### src/rtl/worker_pool_sched.sv
// Shares a pool of workers between one packet source and one result sink:
// round-robin dispatch of a single held packet, round-robin collection of results.
module worker_pool_sched #(
    parameter int PACKET_WIDTH        = 16,
    parameter int WORKER_RESULT_WIDTH = 16,
    parameter int NUM_WORKERS         = 4,
    parameter int CNT_WIDTH           = 32
) (
    input  logic                                       CLK,
    input  logic                                       RST,
    input  logic                                       IN_VALID,
    input  logic [PACKET_WIDTH-1:0]                    IN_DATA,
    output logic                                       IN_READY,
    output logic [NUM_WORKERS-1:0]                     W_PC_VALID,
    output logic [PACKET_WIDTH-1:0]                    W_PC_DATA,
    input  logic [NUM_WORKERS-1:0]                     W_PC_READY,
    input  logic [NUM_WORKERS-1:0]                     W_WR_VALID,
    input  logic [NUM_WORKERS*WORKER_RESULT_WIDTH-1:0] W_WR_DATA,
    output logic [NUM_WORKERS-1:0]                     W_WR_READY,
    output logic                                       OUT_VALID,
    output logic [WORKER_RESULT_WIDTH-1:0]             OUT_DATA,
    input  logic                                       OUT_READY,
    output logic                                       POOL_IDLE,
    output logic [CNT_WIDTH-1:0]                       DISPATCH_CNT,
    output logic [CNT_WIDTH-1:0]                       RESULT_CNT
);

    localparam int PTR_W = $clog2(NUM_WORKERS);

    logic                           hold_valid;
    logic [PACKET_WIDTH-1:0]        hold_data;
    logic [PTR_W-1:0]               d_ptr;
    logic [PTR_W-1:0]               d_grant;
    logic                           d_found;
    logic                           in_fire;
    logic                           d_fire;
    logic [PTR_W-1:0]               c_ptr;
    logic [PTR_W-1:0]               c_grant;
    logic                           c_found;
    logic                           c_fire;
    logic                           out_free;
    logic [WORKER_RESULT_WIDTH-1:0] wr_data_arr [NUM_WORKERS];

    for (genvar g = 0; g < NUM_WORKERS; g++) begin : g_unpack
        assign wr_data_arr[g] = W_WR_DATA[g*WORKER_RESULT_WIDTH +: WORKER_RESULT_WIDTH];
    end

    assign IN_READY  = !hold_valid;
    assign W_PC_DATA = hold_data;
    assign in_fire   = IN_VALID && !hold_valid;
    assign d_fire    = hold_valid && d_found;
    assign out_free  = !OUT_VALID || OUT_READY;
    assign c_fire    = out_free && c_found;

    // Both arbiters search upward from their pointer, wrapping at NUM_WORKERS.
    always_comb begin
        logic [PTR_W-1:0] d_idx;
        logic [PTR_W-1:0] c_idx;
        d_found = 1'b0;
        d_grant = '0;
        c_found = 1'b0;
        c_grant = '0;
        d_idx   = '0;
        c_idx   = '0;
        for (int k = 0; k < NUM_WORKERS; k++) begin
            d_idx = PTR_W'((int'(d_ptr) + k) % NUM_WORKERS);
            c_idx = PTR_W'((int'(c_ptr) + k) % NUM_WORKERS);
            if (!d_found && W_PC_READY[d_idx]) begin
                d_found = 1'b1;
                d_grant = d_idx;
            end
            if (!c_found && W_WR_VALID[c_idx]) begin
                c_found = 1'b1;
                c_grant = c_idx;
            end
        end
    end

    always_comb begin
        W_PC_VALID = '0;
        W_WR_READY = '0;
        for (int i = 0; i < NUM_WORKERS; i++) begin
            W_PC_VALID[i] = d_fire && (d_grant == PTR_W'(i));
            W_WR_READY[i] = c_fire && (c_grant == PTR_W'(i));
        end
    end

    // Holding register can never accept and dispatch in the same cycle.
    always_ff @(posedge CLK) begin
        if (RST) begin
            hold_valid   <= 1'b0;
            hold_data    <= '0;
            d_ptr        <= '0;
            DISPATCH_CNT <= '0;
        end else if (in_fire) begin
            hold_valid <= 1'b1;
            hold_data  <= IN_DATA;
        end else if (d_fire) begin
            hold_valid   <= 1'b0;
            d_ptr        <= (d_grant == PTR_W'(NUM_WORKERS - 1)) ? '0 : d_grant + PTR_W'(1);
            DISPATCH_CNT <= DISPATCH_CNT + CNT_WIDTH'(1);
        end
    end

    always_ff @(posedge CLK) begin
        if (RST) begin
            OUT_VALID  <= 1'b0;
            OUT_DATA   <= '0;
            c_ptr      <= '0;
            RESULT_CNT <= '0;
            POOL_IDLE  <= 1'b0;
        end else begin
            if (c_fire) begin
                OUT_VALID <= 1'b1;
                OUT_DATA  <= wr_data_arr[c_grant];
                c_ptr     <= (c_grant == PTR_W'(NUM_WORKERS - 1)) ? '0 : c_grant + PTR_W'(1);
            end else if (OUT_READY) begin
                OUT_VALID <= 1'b0;
            end
            if (OUT_VALID && OUT_READY) begin
                RESULT_CNT <= RESULT_CNT + CNT_WIDTH'(1);
            end
            POOL_IDLE <= !hold_valid && !OUT_VALID && (&W_PC_READY) && !(|W_WR_VALID);
        end
    end

endmodule

### config.mk
export PLATFORM = sky130hd
export DESIGN_NAME = worker_pool_sched
export DESIGN_NICKNAME = d
export VERILOG_FILES = /design/src/rtl/worker_pool_sched.sv
export SDC_FILE = /design/constraint.sdc
export NUM_CORES = 1
export LEC_CHECK = 0
export CAP_MARGIN = 10
export CORE_ASPECT_RATIO = 1.1
export CORE_UTILIZATION = 45
export CTS_CLUSTER_DIAMETER = 30
export DETAILED_ROUTE_END_ITERATION = 7
export GPL_ROUTABILITY_DRIVEN = 1
export GPL_TIMING_DRIVEN = 0
export HOLD_SLACK_MARGIN = 0.1
export PLACE_DENSITY = 0.82
export RECOVER_POWER = 25
export SKIP_CTS_REPAIR_TIMING = 1
export SYNTH_ARGS = -nofsm -noshare
export SYNTH_HDL_FRONTEND = slang
export SYNTH_SLANG_ARGS = --single-unit
export TNS_END_PERCENT = 1
### constraint.sdc
create_clock -name CLK -period 4 [get_ports CLK]
set_clock_uncertainty 0.15 [all_clocks]
set_input_delay 0.4 -clock CLK [delete_from_list [all_inputs] [get_ports CLK]]
set_output_delay 0.4 -clock CLK [all_outputs]
set_load 0.005 [all_outputs]
==> impl_metrics.toml <==
[run_status]
status = "complete, no violations"

[worst_hold_path]
hold_path_class = "register to register"
hp-start = "W_PC_DATA[13]"
min_to = "W_PC_DATA[13]"
worstHoldPathCells = 2

[floorplanning]
ioPinCount = 199
fp.dieW_um = 103
die-area_sq_mm = 0.0118
fp-row-count = 40
die_h_um = 114
core_area_sq_mm = 0.0110
start_util_pct = 46.5

[placed_design]
place_hpwl_um = 11200
io_buffers = 197
place.gp.congestion = 0.841

[drt]
first_iter_violations = 213
wire_per_inst_um = 15.0
via_per_inst = 5.34
vias = 5193
drc = 0
routed_wl_um = 14600
ant_nets = 0
dr.pass1.iters = 4

[global_routing]
grt_util_all_layers_pct = 25.2
antenna_found_initial = 0
grt_pass1_wl_um = 23000
grt_max_degree = 17
first_global_vias = 4910
grt_overflow_total = 0

[synth]
syn_area_sq_mm = 0.00510
ys_seq_area_share_pct = 40.5
synth.largest_area_cell = "dfxtp_1"
synth_flop_cell = "dfxtp_1"
synth_area_leaders = "dfxtp_1 40%, xnor2_1 6.7%, nand2_1 5.3%"
yosysTopAreaCellShare_pct = 40.5
yosys_warnings = 0
async_flop_share_pct = 0
synth_edf_count = 0
ys_types = 50
ys_ff_latch = 103
syn_inst = 612
syn_area_per_cell_sq_um = 8.33
syn-num-nets = 710

[pwr]
p_leak_nw = 2.76
peakVddDrop_mv = 0.238
powerDensity_mw_per_mm2 = 327

[worst_setup_path]
r2r-start = "OUT_VALID"
worst_r2r_path_depth = 7
cp-start-kind = "input port"
crit_type = "input port to primary output"
worstPathRequired_ns = 3.45
cp_max_fo = 10
r2r-end = "RESULT_CNT[26]"
cp-end-kind = "primary output"
ff2ff_setup_slack_ns = 1.91
worstPathArrival_ns = 2.86

[sta]
rsz0062_at_grt = "no"
max_slew.worst_pin.slew_ns = 0.658
period_minus_slack_ns = 3.41
setup_viol = 0
final.setup.tns_ns = 0
max_freq_mhz = 293
period_share_pct = 85.2
drv_slew = 0
slew_headroom_pct = 56.1
finalHoldViolCount = 0

[clock_tree]
cts_tree = "yes"
clock-sinks = 103
cts_buffer_depth = 2
clk_pin_slew_ns = 0.07
numCtsBuffers = 9
root_buffer = "clkbuf_16"
h-tree-depth = 3
clk_latency_ns = 0.34

[cells_and_area]
layout_common_cells = "153 x clkdlybuf4s50_1, 103 x dfxtp_1, 72 x nand2_1, 62 x nor2_1, 44 x dlygate4sd3_1"
num-nets-final = 918
n_antenna_cell = 0
drive_gt1_share_pct = 5.21
synthToLayoutAreaGrowth_pct = 48.3
final_util_pct = 69.0
layout_commonest_cell = "clkdlybuf4s50_1"

[flow_run]
cap_violations = 0
==> Yosys cell counts, types with 2 or more instances <==
cell type / count
dfxtp_1: 103
nand2_1: 72
nor2_1: 62
xnor2_1: 39
nand3_1: 34
a21oi_1: 31
o21ai_0: 23
inv_1: 20
clkbuf_1: 19
nor3_1: 19
mux2i_1: 18
a21o_1: 16
nor4_1: 16
o211ai_1: 15
xor2_1: 15
nand4_1: 13
and2_1: 10
buf_2: 9
or3_1: 9
and4_1: 8
and3_1: 6
ha_1: 6
nor2b_1: 5
a211oi_1: 4
nand2b_1: 4
nor4_2: 4
buf_6: 3
nor3b_1: 3
nand4_2: 2
o22ai_1: 2
or2_2: 2
or4_1: 2
==> per-stage QoR <==
step | instance area, sq um | total power (W) | setup slack (ns) | std cells | hold slack [ns]
global placement | 7250 | 0.00158 | 0.728 | 956 | 0.293
CTS | 7560 | 0.00250 | 0.716 | 972 | 0.309
detailed placement | 7250 | 0.00159 | 0.719 | 956 | 0.299
global route | 7560 | 0.00258 | 0.522 | 972 | 0.327
finish | 7560 | 0.00247 | 0.592 | 972 | 0.304
floorplan | 5100 | 0.00134 | 1.87 | 612 | 0.303
==> final cells by class <==
| cell class | instances | area [sq um] |
|---|---|---|
| Multi-Input combinational cell | 455 | 2790 |
| Timing Repair Buffer | 197 | 1970 |
| Clock inverter | 4 | 51.3 |
| Buffer | 34 | 166 |
| Tap cell | 147 | 184 |
| Inverter | 20 | 75.1 |
| Fill cell | 838 | 3400 |
| Clock buffer | 12 | 256 |
| Sequential cell | 103 | 2060 |
==> cell families after synthesis <==
logic type                 synth area share (%)
AOI/OAI and AO/OA                          12.1
xor gates and xnor gates                   9.28
adders and majority gates                  1.47
buffers and inverters                      4.74
DFF                                        40.5
muxes                                      3.54
and+or+nand+nor                            28.5
==> critical path, stage by stage <==
cell and delay [ns]:
dlygate4sd3_1 0.58, or2_2 0.35, and4_1 0.20, buf_2 0.17
nor2_8 0.22, buf_6 0.21, and3_1 0.17, clkdlybuf4s50_1 0.55
==> state kept, by name, summed over array words and instances (netlist names) <==
register / count
DISPATCH_CNT: 32
OUT_DATA: 16
OUT_VALID: 1
POOL_IDLE: 1
RESULT_CNT: 32
W_PC_DATA: 16
c_ptr: 2
d_ptr: 2
hold_valid: 1
==> power breakdown <==
part	internal, W	leakage [nW]	switching (W)	total, W
clock	0.000521	0.149	0.000391	0.000913
sequential	0.00107	0.837	0.0000308	0.00110
combinational	0.000249	1.78	0.000206	0.000455
total	0.00184	2.76	0.000628	0.00247
==> metal layers <==
layer / wire [um] / vias to the layer above / GRT usage (%) / share of wire (%)
met2: 7120 / 196 / 42.7 / 49
li1: - / 2548 / - / -
met4: 296 / 0 / 10.7 / 2.0
met5: 0 / - / 0 / 0
met1: 6010 / 2430 / 30.1 / 41
met3: 1130 / 19 / 5.82 / 7.8
==> worst max path at each step <==
stage | start | end | slack [ns] | cells past startpoint
after floorplan | W_WR_VALID[1] | W_WR_READY[2] | 1.87 | 6
after global placement | W_WR_VALID[1] | W_WR_READY[2] | 0.73 | 8
after detailed placement | W_WR_VALID[1] | W_WR_READY[2] | 0.72 | 8
after CTS | W_WR_VALID[1] | W_WR_READY[2] | 0.72 | 8
after global routing | W_WR_VALID[1] | W_WR_READY[2] | 0.52 | 8
final | W_WR_VALID[1] | W_WR_READY[2] | 0.59 | 8
Power figures use the tool's default switching activity.
